===== src/rtl/fetch.sv =====
// fetch: bytecode fetch/issue stage feeding the control unit.
// Reads a byte-wide program memory that has a 1-cycle read latency and
// decodes the instruction length from the opcode. It assembles the opcode
// and its operand bytes and holds them stable while control executes.
// On op_done the pc moves to the next sequential opcode, or to
// pc + offset when the branch is taken.
//
// Ports:
//   clk_i       rising-edge clock
//   rst_i       synchronous, active-high reset
//   mem_addr_o  program-memory byte address (combinational)
//   mem_data_i  byte at the address presented in the previous cycle
//   op_code_o   issued opcode, 8'h00 while op_valid_o = 0
//   arg1_o      first operand byte, 8'h00 if unused or not valid
//   arg2_o      second operand byte, 8'h00 if unused or not valid
//   op_valid_o  issued instruction is valid and held
//   op_done_i   one-cycle completion pulse from control
//   jump_i      taken branch, sampled with op_done_i
//   offset_i    signed branch offset relative to the opcode address
//   pc_o        address of the current or most recently fetched opcode
//
// state | meaning
// ------+-----------------------------------------------------------
// REQ   | address the opcode byte at pc
// OP    | capture opcode and length, address pc+1
// A1    | capture arg1, address pc+2
// A2    | capture arg2
// EXEC  | instruction issued, wait for op_done
module fetch #(
  parameter int ADDR_W = 16
) (
  input  logic              clk_i,
  input  logic              rst_i,
  output logic [ADDR_W-1:0] mem_addr_o,
  input  logic [7:0]        mem_data_i,
  output logic [7:0]        op_code_o,
  output logic [7:0]        arg1_o,
  output logic [7:0]        arg2_o,
  output logic              op_valid_o,
  input  logic              op_done_i,
  input  logic              jump_i,
  input  logic [15:0]       offset_i,
  output logic [ADDR_W-1:0] pc_o
);

  typedef enum logic [2:0] {S_REQ, S_OP, S_A1, S_A2, S_EXEC} state_e;

  state_e            state_q;
  logic [ADDR_W-1:0] pc_q;
  logic [ADDR_W-1:0] pc_d;
  logic [7:0]        opcode_q;
  logic [7:0]        arg1_q;
  logic [7:0]        arg2_q;
  logic [1:0]        len_q;
  logic [1:0]        len_d;
  logic              op_valid_q;

  function automatic logic [1:0] op_len(input logic [7:0] op);
    if (op == 8'h10 || op == 8'h12 || op == 8'h15 || op == 8'h36)
      return 2'd2;
    else if (op == 8'h11 || op == 8'h84 || (op >= 8'h99 && op <= 8'hA7))
      return 2'd3;
    else
      return 2'd1;
  endfunction

  assign len_d = op_len(mem_data_i);

  // The size cast sign-extends the 16-bit offset (or truncates it for
  // narrower pcs); the sum then wraps modulo 2^ADDR_W.
  always_comb begin
    pc_d = pc_q + ADDR_W'(len_q);
    if (jump_i)
      pc_d = pc_q + ADDR_W'($signed(offset_i));
  end

  always_comb begin
    mem_addr_o = pc_q;
    case (state_q)
      S_OP:    mem_addr_o = pc_q + ADDR_W'(1);
      S_A1:    mem_addr_o = pc_q + ADDR_W'(2);
      default: mem_addr_o = pc_q;
    endcase
  end

  always_ff @(posedge clk_i) begin
    if (rst_i) begin
      state_q    <= S_REQ;
      pc_q       <= '0;
      opcode_q   <= '0;
      arg1_q     <= '0;
      arg2_q     <= '0;
      len_q      <= 2'd1;
      op_valid_q <= 1'b0;
    end else begin
      case (state_q)
        S_REQ: state_q <= S_OP;
        S_OP: begin
          opcode_q <= mem_data_i;
          len_q    <= len_d;
          arg1_q   <= '0;
          arg2_q   <= '0;
          if (len_d == 2'd1) begin
            state_q    <= S_EXEC;
            op_valid_q <= 1'b1;
          end else begin
            state_q <= S_A1;
          end
        end
        S_A1: begin
          arg1_q <= mem_data_i;
          if (len_q == 2'd2) begin
            state_q    <= S_EXEC;
            op_valid_q <= 1'b1;
          end else begin
            state_q <= S_A2;
          end
        end
        S_A2: begin
          arg2_q     <= mem_data_i;
          state_q    <= S_EXEC;
          op_valid_q <= 1'b1;
        end
        S_EXEC: begin
          if (op_done_i) begin
            pc_q       <= pc_d;
            op_valid_q <= 1'b0;
            state_q    <= S_REQ;
          end
        end
        default: begin
          state_q    <= S_REQ;
          op_valid_q <= 1'b0;
        end
      endcase
    end
  end

  assign op_valid_o = op_valid_q;
  assign op_code_o  = op_valid_q ? opcode_q : 8'h00;
  assign arg1_o     = op_valid_q ? arg1_q   : 8'h00;
  assign arg2_o     = op_valid_q ? arg2_q   : 8'h00;
  assign pc_o       = pc_q;

endmodule


===== config.mk =====
export PLATFORM = sky130hd
export DESIGN_NAME = fetch
export DESIGN_NICKNAME = d
export VERILOG_FILES = /design/src/rtl/fetch.sv
export SDC_FILE = /design/constraint.sdc
export NUM_CORES = 1
export LEC_CHECK = 0
export ABC_AREA = 1
export CORE_AREA = 2 2 101 103
export DETAILED_ROUTE_END_ITERATION = 16
export DIE_AREA = 0 0 103 105
export PLACE_DENSITY = 0.72
export REMOVE_ABC_BUFFERS = 1
export SLEW_MARGIN = 20
export SYNTH_ARGS = -nofsm -noshare
export SYNTH_HDL_FRONTEND = slang
export SYNTH_SLANG_ARGS = --single-unit
export TNS_END_PERCENT = 5

===== constraint.sdc =====
create_clock -name clk_i -period 2.33 [get_ports clk_i]
set_clock_uncertainty 0.2 [all_clocks]
set_input_delay 0.233 -clock clk_i [delete_from_list [all_inputs] [get_ports clk_i]]
set_output_delay 0.233 -clock clk_i [all_outputs]
set_load 0.02 [all_outputs]

Word-level counts from Yosys, hierarchy flattened
Index checks and enable logic that the tools add are counted.
Word-level totals
  word-level logic and storage cells: 57
  input port bits: 28
  output and inout port bits: 57
  register bits: 46
Cells by class
  multiplexer cells: 17
  equal/unequal tests: 15
  $add $sub $neg: 4
  bitwise operators: 1
  reduce and logical (&&, ||, !) cells: 11
  order comparisons: 2
Operator list (number)
  equality test 8 x 5 -> 1 bit, second input constant: 4
  one-hot mux 16 bit (2 select lines): 1
  one-hot mux 8 bit (2 select lines): 2
  2-to-1 mux 8 bit: 3
  adder 16 x 1 -> 16 bit, second input constant: 1
  adder 16 bit: 1
  adder 16 x 2 -> 16 bit: 1
  adder 16 x 2 -> 16 bit, second input constant: 1
  2-to-1 mux 16 bit: 1
  one-hot mux 3 bit (5 select lines): 1
  2-to-1 mux 3 bit: 3
  equality test 8 x 6 -> 1 bit, second input constant: 1
  equality test 8 bit, second input constant: 1
  >= comparator 8 bit, second input constant: 1
  <= comparator 8 bit, second input constant: 1
  equality test 3 x 2 -> 1 bit, second input constant: 2
  != test 2 bit, second input constant: 3
  logical OR 1 bit: 5
  one-hot mux 1 bit (5 select lines): 1
  2-to-1 mux 2 bit: 2
  AND reduction 4 bit: 1
  nonzero test 2 bit: 2
  equality test 3 x 1 -> 1 bit, second input constant: 1
  equality test 3 bit, second input constant: 1
  other kinds (7): 9

Depth between registers and ports, before layout
Gate-level depths: netlist (run 1).
  word-level depth: 8
  gate-level depth with buffers: 15
  mapped depth without buffers: 14

Worst setup path before layout (run 1)
No wires, ideal clock.
  path kind: reg2out
  start: register pc_q[2], in the netlist pc_o[2]
  end: output mem_addr_o[13]
  stages on the path, launching flop included: 9
  setup slack: 0.108 ns
  arrival time: 1.789 ns
  cell sequence: dfxtp_1 > ha_1 > nand2_2 > clkinv_2 > nand2_4 > or3_4 > a21oi_2 > nand2_1 > o21ai_0
On the way
  longest elaborated chain between the ends: 2
  elaborated cells between the ends (all ways): 3
  those cells by class: add/sub (2); mux (1)
RTL lines
  start: declaration: RTL line 49  | logic [ADDR_W-1:0] pc_q;
  start signal: assignment: RTL line 126  | pc_q <= pc_d;
  adder 16 x 2 -> 16 bit or adder 16 x 1 -> 16 bit (tied branches): RTL line 81, 80
  one-hot mux 16 bit (2 select lines) *: RTL line 79  | case (state_q)
  end: declaration: RTL line 34  | output logic [ADDR_W-1:0] mem_addr_o,
Mark *: on every way between the ends. The rest lies on a longest branch, timed or not.

Final worst setup path (run 1)
  start: register pc_q[1], in the netlist pc_o[1]
  end: output mem_addr_o[7]
Same word-level chain as after synthesis.

==> metrics, run 1 <==
Worst EP required=1.90 ns; Max H-tree Level=2; routed len/inst=12.6 um; mapped cell area=0.00358 sq mm; RSZ-0062 raised after global routing=true; Worst-path clk slew=0.09 ns; Period Utilization, post-route=1.03; Post-Syn Instances=602; setup ws final=-0.0698 ns; min-delay worst type=reg2reg; failing checks=negative setup slack; DRC=0; worst-path fanout max=4; vias per cell=4.84; Seq/Total Area, Yosys=0.257; I/O pins=85; maximum vdd drop=255 uV; total CTS buffers=5; hold_buf cts=0; endpoints failing setup=1; Nets=797; Slowest cell on crit path=dfxtp_4; vias in the first global route=4067; final hold vios=0; Die H=105 um; CP Data Arrival Time=1.97 ns; clk root buf=clkbuf_8; RePlAce Congestion=0.911; gr usage total=0.202; crit path from=pc_o[1]$_SDFFE_PP0P_; grt total ovfl=0; Worst Setup End Kind=output port; first-pass GRT wire length=17800 um; post-synth top area cell=dfxtp_1; WL final=11200 um; #FFs+latches synth=46; # rows=36; First-pass DRT Iterations=5; top cells by area, synth=dfxtp_1 (26%), nand2_1 (18%), inv_1 (12%), a21oi_1 (9.4%), o21ai_0 (6.3%); pin count of the biggest net entering global routing=32; Startpoint Class=register; leakage=2.78 nW; initial core utilization=0.372; initial antenna violation count=1; Final Critical Period=2.40 ns; syn_area_per_cell=5.95 sq um; total number of vias=4284; Post-synth EDFFs=0; iteration-0 DRC count of the detailed router=173; distinct cell type count after synthesis=39; highest clock rate=0.417 GHz; later-pin clock latency in the skew report=0.30 ns; hold path start=arg1_q[0]$_SDFFE_PP0N_; most frequent cell after synthesis=nand2_1; Post-DP HPWL=8740 um; worst-margin pin slew=0.512 ns; Yosys top cell area share=0.257; n_diodes=0; total power=2.88 mW; fillers=966; top_reg_cell synth=dfxtp_1; Max-Cap Viols=0; share of layout cells above drive strength 1=0.197; Max stage delay on crit path=0.39 ns; Port Buf Inserts=84; Synth top cells by count=nand2_1 (173), inv_1 (112), a21oi_1 (67), dfxtp_1 (46), o21ai_0 (45); Rel. slew slack=0.659; die area=0.0108 sq mm; ordered list of cells on the worst path=ha_4 > nand2_4 > inv_4 > nand2_4 > nor2_4 > nand2_2 > inv_2 > a21oi_1 > o21ai_0 > o221ai_2 > clkbuf_2; synth warn=0; Max clock buf depth=2; Area Growth Syn to Fin=49.4%; pwr dens=539 mW/mm^2; fraction of registers with async set/reset=0; Routed Antenna Nets=0; Core Box Area=0.00964 sq mm; pins over their slew limit=0; clock sink total=46; die width=103 um; status=finished with violations; Setup CP Type=reg2out; CTS tree=done; Crit path top cell by count=nand2_4; worst setup slack after placement=-0.310 ns; Worst R2R Start=pc_o[0]$_SDFFE_PP0P_
## sequential cells by signal (all words and copies together) (netlist names)
name / cells
op_valid_o: 1
state_q: 3
opcode_q: 8
arg1_q: 8
pc_o: 16
len_q: 2
arg2_q: 8
## final timing paths
path	end	slack, ns	cells after the start
worst max-delay path	mem_addr_o[7]	-0.07	11
worst max register to register	pc_o[14]$_SDFFE_PP0P_	0.28	13
worst min-delay path	arg1_q[0]$_SDFFE_PP0N_	0.27	2
worst min register to register	arg1_q[0]$_SDFFE_PP0N_	0.27	2
## per-layer routing
layer / global-route usage / wire (um)
met1: 0.237 / 4550
met2: 0.364 / 5660
met3: 0.0301 / 684
met4: 0.0724 / 269
met5: 0 / 8
## logic make-up (layout without fill, tap and decap cells)
logic type	Yosys count	count (layout)	share of synthesized area
and+or+nand+nor	264	264	0.313
AOI/OAI and AO/OA	130	130	0.193
xor gates and xnor gates	11	11	0.0269
DFF	46	46	0.257
buffers and inverters	133	283	0.145
adders and majority gates	18	18	0.0650
## worst max-delay path, delay by kind of cell, from the launching register on
| kind | cells | cell delay [ns] |
|---|---|---|
| buffers and inverters | 3 | 0.35 |
| AOI/OAI and AO/OA | 3 | 0.42 |
| adders and majority gates | 1 | 0.15 |
| and+or+nand+nor | 4 | 0.36 |
| DFF | 1 | 0.39 |
## what timing repair did
action | 4_1_cts | 5_1_grt
gates cloned | 0 | 0
gates resized for setup | 53 | 64
buffers inserted | 0 | 6
setup endpoints to repair | 16 | 27
pin swaps | 0 | 11
## power by group
part | leakage (nW) | switching (mW) | internal (mW) | total [mW]
clock | 0.0714 | 0.277 | 0.457 | 0.735
sequential | 0.377 | 0.0651 | 0.874 | 0.939
combinational | 2.33 | 0.676 | 0.535 | 1.21
## per-stage QoR
step                instances  TNS (ns)  hold slack [ns]  utilization  cell area (sq um)
global route              885    -0.559            0.288        0.555               5350
CTS                       879    -0.446            0.265        0.538               5180
finish                    885   -0.0698            0.266        0.555               5350
floorplan                 583         0            0.102            -               3490
detailed placement        871     -3.82            0.253        0.525               5060
global placement          871     -2.54            0.248        0.525               5060
## layout by cell type (no fill, tap or decap), types with 3 or more instances in the layout
cell type / count
clkbuf_2: 4
nand2_1: 165
buf_4: 77
nand2_4: 3
clkdlybuf4s50_1: 68
a21oi_2: 6
o21ai_0: 39
clkbuf_8: 6
nand2_2: 10
a21oi_1: 63
dfxtp_1: 41
o21ai_1: 8
nor2_1: 32
buf_6: 5
xor2_1: 10
nand3_1: 32
ha_4: 4
nand4_1: 3
inv_2: 7
dlygate4sd2_1: 3
ha_1: 12
dfxtp_2: 3
nor3_1: 5
o211ai_1: 4
inv_1: 106
## layout make-up
class / count / area (sq um) / area share
clock buffer: 6 / 82.6 / 0.0154
inverter: 114 / 430 / 0.0804
timing repair buffer: 161 / 1410 / 0.264
multi-input combinational: 423 / 2270 / 0.424
sequential: 46 / 932 / 0.174
tap: 133 / 166 / 0.0311
clock inverter: 2 / 60.1 / 0.0112
No activity file was read; power rests on OpenSTA's default activity.
==> inputs of run 2 (changes only) <==
--- a/config.mk
+++ b/config.mk
@@ -7,12 +7,13 @@
 export LEC_CHECK = 0
 export ABC_AREA = 1
 export CORE_AREA = 2 2 101 103
+export CTS_CLUSTER_DIAMETER = 40
 export DETAILED_ROUTE_END_ITERATION = 16
 export DIE_AREA = 0 0 103 105
-export PLACE_DENSITY = 0.72
+export PLACE_DENSITY = 0.69
 export REMOVE_ABC_BUFFERS = 1
 export SLEW_MARGIN = 20
 export SYNTH_ARGS = -nofsm -noshare
 export SYNTH_HDL_FRONTEND = slang
 export SYNTH_SLANG_ARGS = --single-unit
-export TNS_END_PERCENT = 5
+export TNS_END_PERCENT = 30
==> constraint.sdc (replaced) <==
create_clock -name clk_i -period 2.99 [get_ports clk_i]
set_clock_uncertainty 0.2 [all_clocks]
set_input_delay 0.299 -clock clk_i [delete_from_list [all_inputs] [get_ports clk_i]]
set_output_delay 0.299 -clock clk_i [all_outputs]
set_load 0.02 [all_outputs]
==> metrics, run 2 (same netlist as run 1, synthesis figures left out) <==
pins over their slew limit=0 (unchanged); hold_ws=0.267 ns (+0.000627 ns); Startpoint Class=register; Core Box Area=0.00964 sq mm (unchanged); gr usage total=0.196 (-0.00560); routed len/inst=12.8 um (+1.7%); Final Critical Period=2.80 ns; die area=0.0108 sq mm (unchanged); share of layout cells above drive strength 1=0.0568 (-0.140); Min-Delay Endpoint=arg1_q[6]$_SDFFE_PP0N_; initial core utilization=0.372 (unchanged); later-pin clock latency in the skew report=0.30 ns (about the same); maximum vdd drop=237 uV (-7.1%); clock sink total=46 (unchanged); grt total ovfl=0 (unchanged); leakage=2.47 nW (-11%); min-delay worst type=reg2reg; final hold vios=0 (unchanged); DRC=0 (unchanged); Cell Area, Placed=0.00459 sq mm (-9.3%); RePlAce Congestion=0.902 (-0.97%); max reg flops=16 (unchanged); Final Util=0.487 (-0.0680); Setup Buffers After CTS=0 (unchanged); Period Utilization, post-route=0.936; First-pass DRT Iterations=5 (unchanged); CTS tree=done; Worst-path clk slew=0.09 ns (about the same); die width=103 um (unchanged); Max H-tree Level=2 (unchanged); R2R Path End=pc_o[14]$_SDFFE_PP0P_; highest clock rate=0.357 GHz; r2r setup slk=0.80 ns (+0.52 ns); post-route cell area=0.00470 sq mm (-12%); clk root buf=clkbuf_8; Layout Cells excl Fill=820 (-7.3%); endpoints failing setup=0 (-1); Hold Path Cell Cnt=2 (unchanged); CP Data Arrival Time=2.30 ns (+0.33 ns); RSZ-0062 raised after global routing=false; pin count of the biggest net entering global routing=32 (unchanged); Post-DP HPWL=8250 um (-5.6%); total number of vias=4037 (-5.8%); pwr dens=403 mW/mm^2 (-25%); Post-Route Setup TNS=0 ns (+0.0698 ns); I/O pins=85 (unchanged); most common cell after layout, fill and taps aside=nand2_1; Routed Antenna Nets=0 (unchanged); vias in the first global route=3789 (-6.8%); iteration-0 DRC count of the detailed router=227 (+31%); status=completed; Setup CP Type=reg2out; Max-Cap Viols=0 (unchanged); initial antenna violation count=0 (-1); worst-path fanout max=7 (+3); total CTS buffers=5 (unchanged); commonest non-fill, non-tap cells in the layout=nand2_1 (172), inv_1 (112), clkdlybuf4s50_1 (76), a21oi_1 (67); FF-to-FF path depth=14 (+1); Port Buf Inserts=84 (unchanged); # rows=36 (unchanged); Max clock buf depth=2 (unchanged); Worst Setup End Kind=output port; vias per cell=4.92 (+1.7%); WL final=10500 um (-5.8%); first-pass GRT wire length=17300 um (-3.1%); Worst R2R Start=len_q[0]$_SDFFE_PP1P_; hold path start=arg1_q[6]$_SDFFE_PP0N_; Worst EP required=2.49 ns (+0.59 ns); Area Growth Syn to Fin=31.1%; worst-margin pin slew=0.786 ns (+0.275 ns); Rel. slew slack=0.472 (-0.187); Die H=105 um (unchanged); n_diodes=0 (unchanged); Nets=732 (-8.2%); placed cells=812 (-6.8%)
-- run 2: cell types whose count changed in the layout (fill, tap and decap cells not counted), moves of 5 or more --
cell             previous run  this run
buf_4                      77        12
buf_6                       5         0
clkdlybuf4s50_1            68        76
dlymetal6s2s_1              0         6
ha_1                       12        17
inv_1                     106       112
inv_2                       7         1
nand2_1                   165       172
nand2_2                    10         5
o21ai_0                    39        44
-- run 2: through the flow --
step	worst slack, ns	total power [mW]
final	0.190	1.89
after global routing	0.0197	2.02
after CTS	0.00288	1.90
after detailed placement	0.190	1.51
after global placement	0.212	1.50
after floorplan	0.698	1.18
-- run 2: layer usage --
metal / GRT usage / share of wire / up-vias
met1: 0.246 / 0.43 / 1808
met2: 0.330 / 0.47 / 137
met3: 0.0281 / 0.059 / 28
met4: 0.0846 / 0.032 / 0
met5: 0 / 0 / -
li1: - / - / 2064
-- run 2: final cells by class --
cell class | count | area [sq um]
inverters | 114 | 429
clock inverters | 3 | 21.3
repair buffers | 96 | 943
fillers | 1040 | 4940
multi-input cells | 423 | 2140
flip-flops and latches | 46 | 923
well taps | 133 | 166
clock buffers | 5 | 68.8
-- run 2: what timing repair did --
item / in CTS / in global routing
setup endpoints to repair: 5 / 7
hold buffers: 0 / 0
resized for setup: 3 / 9
-- run 2: worst max-delay path, cell delays in order (launching register included) --
cell	delay, ns
dfxtp_1	0.49
nand2_1	0.11
nor2_2	0.15
nand2_2	0.11
inv_2	0.10
nand2_1	0.06
nand2_2	0.09
inv_1	0.08
o21ai_1	0.17
clkdlybuf4s50_1	0.63
-- run 2: worst max-delay path by stage --
stage	from	to	slack (ns)
floorplan	pc_o[2]$_SDFFE_PP0P_	mem_addr_o[15]	0.70
global placement	pc_o[1]$_SDFFE_PP0P_	mem_addr_o[15]	0.21
detailed placement	jump_i	pc_o[14]$_SDFFE_PP0P_	0.19
CTS	pc_o[3]$_SDFFE_PP0P_	mem_addr_o[8]	0.003
global route	pc_o[2]$_SDFFE_PP0P_	mem_addr_o[13]	0.02
finish	pc_o[3]$_SDFFE_PP0P_	mem_addr_o[14]	0.19
-- run 2: where the power goes --
| group | switching [mW] | leakage, nW | internal, mW | total [mW] |
|---|---|---|---|---|
| sequential | 0.0609 | 0.375 | 0.680 | 0.741 |
| clock | 0.229 | 0.0441 | 0.165 | 0.394 |
| combinational | 0.464 | 2.06 | 0.294 | 0.758 |
| total | 0.754 | 2.47 | 1.14 | 1.89 |
==> inputs of run 3 (changes only) <==
--- a/config.mk
+++ b/config.mk
@@ -12,7 +12,6 @@
 export DIE_AREA = 0 0 103 105
 export PLACE_DENSITY = 0.69
 export REMOVE_ABC_BUFFERS = 1
-export SLEW_MARGIN = 20
 export SYNTH_ARGS = -nofsm -noshare
 export SYNTH_HDL_FRONTEND = slang
 export SYNTH_SLANG_ARGS = --single-unit
==> results of run 3 <==
Same layout as run 2: the final DEF is identical, and so are final timing and power.
